==> src/rtl/calc_port_align.sv <==
// Output-alignment stage: each channel delays {data, resp} by a run-time programmable
// number of cycles; a delay change is held pending until that channel has no response in flight.
module calc_port_align #(
  parameter int NUM_PORTS = 4,
  parameter int DATA_W    = 32,
  parameter int MAX_DLY   = 3,
  parameter int DLY_W     = 2
) (
  input  logic                        c_clk,
  input  logic                        reset,
  input  logic [NUM_PORTS*DATA_W-1:0] in_data,
  input  logic [NUM_PORTS*2-1:0]      in_resp,
  input  logic                        cfg_wr,
  input  logic [2:0]                  cfg_port,
  input  logic [DLY_W-1:0]            cfg_dly,
  output logic [NUM_PORTS*DATA_W-1:0] out_data,
  output logic [NUM_PORTS*2-1:0]      out_resp,
  output logic [NUM_PORTS-1:0]        cfg_pend,
  output logic                        cfg_err
);
  localparam int CNT_W = $clog2(MAX_DLY + 2);

  typedef enum logic {ST_RUN, ST_PEND} state_e;

  logic [7:0]              port_legal;
  logic [(1<<DLY_W)-1:0]   dly_legal;
  logic                    cfg_ok;
  logic                    err_d, err_q;

  // Legality decoded through constant lookup masks so no comparison is degenerate for any parameter set.
  for (genvar gi = 0; gi < 8; gi++) begin : g_port_legal
    assign port_legal[gi] = (gi < NUM_PORTS);
  end

  for (genvar gi = 0; gi < (1 << DLY_W); gi++) begin : g_dly_legal
    assign dly_legal[gi] = (gi <= MAX_DLY);
  end

  assign cfg_ok = port_legal[cfg_port] && dly_legal[cfg_dly];
  assign err_d  = cfg_wr && !cfg_ok;

  always_ff @(posedge c_clk) begin
    if (reset) begin
      err_q <= 1'b0;
    end else begin
      err_q <= err_d;
    end
  end

  assign cfg_err = err_q;

  for (genvar gi = 0; gi < NUM_PORTS; gi++) begin : g_ch
    state_e            state_q, state_d;
    logic [DLY_W-1:0]  dly_q, dly_d;
    logic [DLY_W-1:0]  lat_q, lat_d;
    logic [CNT_W-1:0]  cnt_q, cnt_d;
    logic [DATA_W-1:0] sd_q [MAX_DLY];
    logic [DATA_W-1:0] sd_d [MAX_DLY];
    logic [1:0]        sr_q [MAX_DLY];
    logic [1:0]        sr_d [MAX_DLY];
    logic [DATA_W-1:0] od_q, od_d;
    logic [1:0]        or_q, or_d;
    logic [DATA_W-1:0] ch_data;
    logic [1:0]        ch_resp;
    logic              wr_hit;
    logic              drained;

    assign ch_data = in_data[gi*DATA_W +: DATA_W];
    assign ch_resp = in_resp[gi*2 +: 2];
    assign wr_hit  = cfg_wr && cfg_ok && (cfg_port == 3'(gi));
    assign drained = (cnt_q == '0) && (ch_resp == 2'b00);

    always_comb begin
      state_d = state_q;
      dly_d   = dly_q;
      lat_d   = lat_q;
      cnt_d   = cnt_q;
      od_d    = ch_data;
      or_d    = ch_resp;

      // Output tap: delay 0 registers the input directly, delay k takes stage k-1.
      for (int k = 0; k < MAX_DLY; k++) begin
        if (32'(dly_q) == 32'(k + 1)) begin
          od_d = sd_q[k];
          or_d = sr_q[k];
        end
      end

      sd_d[0] = ch_data;
      sr_d[0] = ch_resp;
      for (int k = 1; k < MAX_DLY; k++) begin
        sd_d[k] = sd_q[k-1];
        sr_d[k] = sr_q[k-1];
      end

      if (dly_q != '0) begin
        if ((ch_resp != 2'b00) && (or_d == 2'b00)) begin
          cnt_d = cnt_q + CNT_W'(1);
        end else if ((ch_resp == 2'b00) && (or_d != 2'b00)) begin
          cnt_d = cnt_q - CNT_W'(1);
        end
      end

      case (state_q)
        ST_RUN: begin
          if (wr_hit && (cfg_dly != dly_q)) begin
            lat_d   = cfg_dly;
            state_d = ST_PEND;
          end
        end
        ST_PEND: begin
          if (drained) begin
            dly_d   = lat_q;
            state_d = ST_RUN;
            // Stale responses past the old tap would surface as phantoms after a grow.
            for (int k = 0; k < MAX_DLY; k++) begin
              if (32'(k) >= 32'(dly_q)) begin
                sd_d[k] = '0;
                sr_d[k] = 2'b00;
              end
            end
          end
          if (wr_hit) begin
            if (cfg_dly == dly_d) begin
              state_d = ST_RUN;
            end else begin
              lat_d   = cfg_dly;
              state_d = ST_PEND;
            end
          end
        end
        default: state_d = ST_RUN;
      endcase
    end

    always_ff @(posedge c_clk) begin
      if (reset) begin
        state_q <= ST_RUN;
        dly_q   <= '0;
        lat_q   <= '0;
        cnt_q   <= '0;
        od_q    <= '0;
        or_q    <= 2'b00;
        for (int k = 0; k < MAX_DLY; k++) begin
          sd_q[k] <= '0;
          sr_q[k] <= 2'b00;
        end
      end else begin
        state_q <= state_d;
        dly_q   <= dly_d;
        lat_q   <= lat_d;
        cnt_q   <= cnt_d;
        od_q    <= od_d;
        or_q    <= or_d;
        for (int k = 0; k < MAX_DLY; k++) begin
          sd_q[k] <= sd_d[k];
          sr_q[k] <= sr_d[k];
        end
      end
    end

    assign out_data[gi*DATA_W +: DATA_W] = od_q;
    assign out_resp[gi*2 +: 2]           = or_q;
    assign cfg_pend[gi]                  = (state_q == ST_PEND);
  end

endmodule

==> config.mk <==
export PLATFORM = sky130hd
export DESIGN_NAME = calc_port_align
export DESIGN_NICKNAME = d
export VERILOG_FILES = /design/src/rtl/calc_port_align.sv
export SDC_FILE = /design/constraint.sdc
export NUM_CORES = 1
export LEC_CHECK = 0
export CAP_MARGIN = 10
export CORE_MARGIN = 3
export CORE_UTILIZATION = 40
export CTS_CLUSTER_SIZE = 24
export DETAILED_ROUTE_END_ITERATION = 10
export PLACE_DENSITY = 0.71
export SLEW_MARGIN = 10
export SYNTH_ARGS = -nofsm -noshare
export SYNTH_HDL_FRONTEND = slang
export SYNTH_SLANG_ARGS = --single-unit
==> constraint.sdc <==
create_clock -name c_clk -period 3.7 [get_ports c_clk]
set_clock_uncertainty 0.05 [all_clocks]
set_input_delay 0.37 -clock c_clk [delete_from_list [all_inputs] [get_ports c_clk]]
set_output_delay 0.37 -clock c_clk [all_outputs]
set_load 0.05 [all_outputs]
Yosys cells after proc, flatten, opt, wreduce, memory -nomap -nowiden --
Memory sizes are Yosys's and may differ from the RTL's. Index checks and enable logic that the tools add are counted.
Storage, ports and cells: register bits 169, memory bits (writable) 408, ROM bits 8, input bits 144, output and inout bits 141, word-level logic and storage cells 326, memories kept 9
Memory list:
- g_ch[0].sd_q | words 3, bits a word 32, read ports 3, clocked after memory_dff 0, wr ports 3, line 57 | logic [DATA_W-1:0] sd_q [MAX_DLY];
- g_ch[1].sd_q | words 3, bits a word 32, read ports 3, clocked after memory_dff 0, wr ports 3, line 57
- g_ch[2].sd_q | words 3, bits a word 32, read ports 3, clocked after memory_dff 0, wr ports 3, line 57
- g_ch[3].sd_q | words 3, bits a word 32, read ports 3, clocked after memory_dff 0, wr ports 3, line 57
- (name not given) | words 8, bits a word 1, read ports 1, clocked after memory_dff 0, wr ports 0, line 39 | assign cfg_ok = port_legal[cfg_port] && dly_legal[cfg_dly];
- g_ch[0].sr_q | words 3, bits a word 2, read ports 3, clocked after memory_dff 0, wr ports 3, line 59 | logic [1:0] sr_q [MAX_DLY];
- +3 memories
Cells by class: add/sub/neg operators 8, order comparisons 14, eq/ne operators 35, mux-type cells 146, bitwise operators 28, reductions and logical operators 61
Operators with widths (count):
- $mux 32 | 36
- $mux 96 | 8
- $mux 2 | 56
- $mux 6 | 8
- $reduce_bool 2->1 | 16
- $mux 3 | 8
- $or 1x1->1 | 24
- $logic_and 1x1->1 | 23
- $mux 1 | 21
- $eq 2x2->1 const B | 8
- $ge 1x2->1 const A | 8
- $logic_not 2->1 | 8
- $ne 2x2->1 const B | 8
- $pmux 2 s2 | 4
- $logic_not 3->1 | 5
- $add 3x1->3 const B | 4
- $reduce_and 3->1 | 4
- $sub 3x1->3 const B | 4
- $eq 2x1->1 const B | 4
- $eq 2x2->1 | 4
- $ge 2x2->1 const A | 4
- $ne 2x1->1 const B | 4
- $ne 2x2->1 | 4
- $pmux 1 s2 | 4
- 8 further kinds | 15

Logic depth before layout (Yosys ltp) --
depth in word-level cells 8, depth in mapped cells 10, gate-level depth less buffers 8

Worst setup path before layout --
Ideal clock, no wire load.
path kind reg-to-reg, start point register g_ch[0].dly_q[0], end point register g_ch[0].cnt_q[2], setup time 70 ps, arrival 2521 ps, required time 3580 ps, slack 1058 ps, cell stages (with the launch flop) 11, path buffers 2, period minus slack after synthesis 2642 ps, path through dfxtp_1 -> buf_2 -> buf_2 -> mux4_2 -> nor2_1 -> ha_1 -> inv_1 -> fa_1 -> xor2_1 -> or3_1 -> a21oi_1
On the way: word-level cells in the longest chain between the ends 8, elaborated cells between the ends (all ways) 14, classes of those cells 3 x eq/ne; 4 x mux; 7 x reduce/logical
Ends and longest elaborated chain:
- from (decl) | line 54 | logic [DLY_W-1:0] dly_q, dly_d;
- from (signal assigned) | line 150 | dly_q <= dly_d;
- $eq 2x1->1 | line 83 | if (32'(dly_q) == 32'(k + 1)) begin
- $mux 2 (3 in a row) | line 83
- $logic_not 2->1 / $reduce_bool 2->1 (equally long branches) | line 97, 99
- $logic_and 1x1->1, on equally long branches | line 97, 99
- $reduce_bool 2->1 (no line)
- $reduce_and 2->1 (no line)
- to (signal assigned) | line 152 | cnt_q <= cnt_d;
- to (decl) | line 56 | logic [CNT_W-1:0] cnt_q, cnt_d;
Several ways; a longest one is shown, not always the timed one. A chain may end at the register's enable or synchronous reset.

Worst setup path after layout --
Same ends and word-level chain as after synthesis.

==> results.md <==
- Setup repair after global routing left no endpoint under its margin.
- From synthesis to final layout, the design area changed by 27.93%.
- STA puts the critical path data required time at around 4.2 ns.
- Cells fill between 50% and 60% of the core in the end.
- The starting utilization of the core area is 40.50%.
- Derived from the worst setup path, the maximum achievable clock frequency is around 0.36 GHz.
- After clock tree synthesis, the clock-pin slew on the worst setup and hold paths is ~0.060 ns.
- The worst path in the final design needs a cycle of roughly 2.8 ns, including I/O delays and setup.
- Buffers inserted to repair hold after CTS numbered 0.
- Buffers added to address setup during post-CTS repair amount to 0.
- Across the run, the number of max-cap violations was 0.
- For this run, the number of Yosys warnings is 0.
- The net count of the mapped netlist is about 1700.
- The type of the tightest min-delay check is input pin to flop.
- The summed instance area of the synthesized netlist is around 20000 sq um.
- The CTS sink count is 577.
- The share of synthesized area in the top cell type comes to a little under 60%.
- The power per cell area is ~550 nW/um^2.
- Excluding fillers, the count of instances in the completed layout stands at 2545.
- The worst setup path is captured at a flop.
- Counting flops and latches in the post-synthesis netlist gives roughly 580.
- The async set or reset register ratio after synthesis is 0%.
- Data on the critical path arrives at its endpoint at roughly 3.2 ns.
- The worst-case IR drop observed on VDD is just over 0.0004 V.
- The ratio of routed vias to standard cells is 4.775.
- The number of gates resized after CTS was 0.
- Once detail routing completed, the nets flagged for antenna violations numbered 0.
- The number of nets in the layout is between 1500 and 2000.
- The startpoint of the lowest-slack hold path is reset.
- The timing startpoint of the critical path is g_ch[0].dly_q[0].
- The final setup TNS is 0 ns.
- The top flip-flop cell by instance count after synthesis is sky130_fd_sc_hd__dfxtp_1.
- The via count of the routed design is roughly 12000.
- Ranked by total cell area, the synthesized netlist is headed by sky130_fd_sc_hd__dfxtp_1 (58%), sky130_fd_sc_hd__mux4_2 (15%), sky130_fd_sc_hd__and2_1 (13%), sky130_fd_sc_hd__nor2b_1 (4.6%), sky130_fd_sc_hd__clkbuf_1 (1.1%).
- The number of flops mapped to enable cells by yosys is 0.
- The die height is around 230 um.
- The routability congestion estimate is 0.7404.
- The first global-routing pass estimated 71350 um of wire.
- Setup violations remaining at the end of the flow were counted as 0.
- Across every metal layer, demand over resource in global routing totals 16.80%.
- Detailed placement ended at an HPWL of roughly 27000 um.
- The core region is 49050 sq um.
- The synthesized area divided by synthesized cell count is 12.68 sq um.
- The analysis attributes to cell leakage a power of 0.009621 uW.
- The commonest cells after synthesis are sky130_fd_sc_hd__dfxtp_1 (577), sky130_fd_sc_hd__and2_1 (401), sky130_fd_sc_hd__nor2b_1 (145).
- The number of global-route vias before repair was approximately 13000.
- Including well taps, the total number of placed cells is 2436.
- Summed over all instances, the cell type with the most area after synthesis is sky130_fd_sc_hd__dfxtp_1.
- For this block, the routed nets add up to between 40000 and 50000 um of wire.
- The startpoint identified for the worst register-to-register timing path is g_ch[0].dly_q[0].
- Entering global routing, the biggest net connects 116 pins.
- The worst pin sits at a relative slew slack of between 20% and 30%.
- The number of antenna violations at the first check in global routing came to 4.
- The iteration count of the initial detailed-routing pass is 4.
- The number of different library cells used by synthesis comes to between 50 and 60.
- By startpoint and endpoint, the worst setup path is classified as flop to flop.
- The most common cell in the synthesized netlist is sky130_fd_sc_hd__dfxtp_1.
- Of the available clock period, the critical path in the final layout requires between 70% and 80%.
- In the synthesized netlist, the number of instances is roughly 1600.
- The flow ran to the end, and the final reports show no timing, DRC or antenna violations.
- The number of input and output port buffers inserted is 284.
- For the pin with the worst max-slew slack, the measured transition is roughly 1.1 ns.
- Row generation in the floorplan step produced 81 rows.
- The clock tree from TritonCTS is yes.
- The I/O pin total is ~290.
- The worst-case clock buffer depth is 3.
- The clock network latency to the later pin of the worst-skew pair is ~0.61 ns.
- The total number of H-tree levels is 2.
- The post-detailed-route wirelength per cell is roughly 17 um.
- The root cell of the clock tree is sky130_fd_sc_hd__clkbuf_16.
- The number of remaining DRC errors is 0.
- The die covers 52380 sq um.
- The kind of launch point of the worst setup path is a flop.
- Counting the buffers created by CTS gives 58.
- In the final layout, the share of cells above drive strength 1 is between 15 and 20%.
- The iteration-0 DRC count of the detailed router is approximately 440.
- The number of slew-limit violations in the final report is 0.
- The proportion of synthesized chip area in sequential cells is 58.14%.
- The total global routing overflow is 0.
- The count of final hold-check violations is 0.
- The maximum fanout along the worst path is 15.
- The floorplan step set the die width to about 230 um.
==> kinds of logic after synthesis <==
kind of cell             synth area share (%)
AND/OR/NAND/NOR                         20.03
buffers and inverters                   2.387
flip-flops                              58.14
multiplexers                            16.12
adder cells (fa/ha/maj)                0.6550
XOR/XNOR                               0.9699
AO/OA/AOI/OAI                           1.700
==> power by group <==
group	switching, uW	internal [uW]
sequential	101	6480
clock	2440	3800
combinational	591	518
total	3130	10800
==> layout by cell type (no fill, tap or decap), types with 6 or more instances in the layout <==
cell	n
sky130_fd_sc_hd__nor2_1	33
sky130_fd_sc_hd__clkdlybuf4s50_1	283
sky130_fd_sc_hd__and2_1	401
sky130_fd_sc_hd__nor2_2	8
sky130_fd_sc_hd__nor2b_1	145
sky130_fd_sc_hd__bufinv_16	8
sky130_fd_sc_hd__clkbuf_16	59
sky130_fd_sc_hd__clkinv_2	10
sky130_fd_sc_hd__nand2_1	21
sky130_fd_sc_hd__nand3_1	8
sky130_fd_sc_hd__clkbuf_8	16
sky130_fd_sc_hd__nor3_1	6
sky130_fd_sc_hd__mux4_2	136
sky130_fd_sc_hd__xor2_1	15
sky130_fd_sc_hd__xnor2_1	7
sky130_fd_sc_hd__buf_4	22
sky130_fd_sc_hd__a21oi_1	10
sky130_fd_sc_hd__inv_1	10
sky130_fd_sc_hd__clkbuf_1	7
sky130_fd_sc_hd__dfxtp_2	8
sky130_fd_sc_hd__dfxtp_1	569
sky130_fd_sc_hd__mux2i_1	14
==> critical path, stage by stage (launching register included) <==
cell	delay, ns
sky130_fd_sc_hd__dfxtp_2	0.66
sky130_fd_sc_hd__mux4_2	0.58
sky130_fd_sc_hd__nor2_1	0.12
sky130_fd_sc_hd__ha_1	0.19
sky130_fd_sc_hd__inv_1	0.06
sky130_fd_sc_hd__fa_1	0.37
sky130_fd_sc_hd__xor2_1	0.18
sky130_fd_sc_hd__or3_1	0.31
sky130_fd_sc_hd__a21oi_1	0.14
==> final cells by class <==
| type | count | area, sq um |
|---|---|---|
| clock buffer | 82 | 1723 |
| tap | 664 | 830.8 |
| antenna | 1 | 2.502 |
| inverter | 10 | 37.54 |
| clock inverter | 26 | 355.3 |
| multi-input combinational | 879 | 7898 |
| timing repair buffer | 306 | 3009 |
| fill | 4289 | 23640 |
| sequential | 577 | 11560 |
==> state kept, by name, indices dropped and copies added (netlist names) <==
name          flops
g_ch.sr_q        24
g_ch.state_q      4
g_ch.or_q         8
cfg_err           1
g_ch.dly_q        8
g_ch.sd_q       384
g_ch.lat_q        8
g_ch.od_q       128
g_ch.cnt_q       12
==> worst paths after layout <==
| check | to | cells after the start | slack, ns |
|---|---|---|---|
| worst max register to register | g_ch[0].cnt_q[2] | 8 | 0.95 |
| worst min register to register | g_ch[0].sd_q[0][53] | 1 | 0.39 |
| worst min-delay path | g_ch[1].lat_q[0] | 2 | 0.25 |
| worst max-delay path | g_ch[0].cnt_q[2] | 8 | 0.95 |
==> metrics by stage <==
| stage | worst slack, ns | total power, uW | cell area [sq um] | hold WS [ns] |
|---|---|---|---|---|
| global placement | 0.8470 | 7808 | 23340 | 0.3775 |
| finish | 0.9469 | 13930 | 25420 | 0.2452 |
| floorplan | 1.058 | 7352 | 19870 | 0.3741 |
| CTS | 0.9093 | 14110 | 25410 | 0.2645 |
| global route | 0.7510 | 14440 | 25420 | 0.2881 |
| detailed placement | 0.8171 | 7831 | 23340 | 0.3856 |
==> routing by layer <==
layer	vias up	track usage, %	share of wire (%)	wire length (um)
met4	4	4.941	2.0	873
met2	279	27.75	47	20700
met1	6044	22.15	45	19990
met5	-	0	0.061	27
li1	5764	-	-	-
met3	61	3.888	5.5	2416
(Power assumes the default switching activity.)
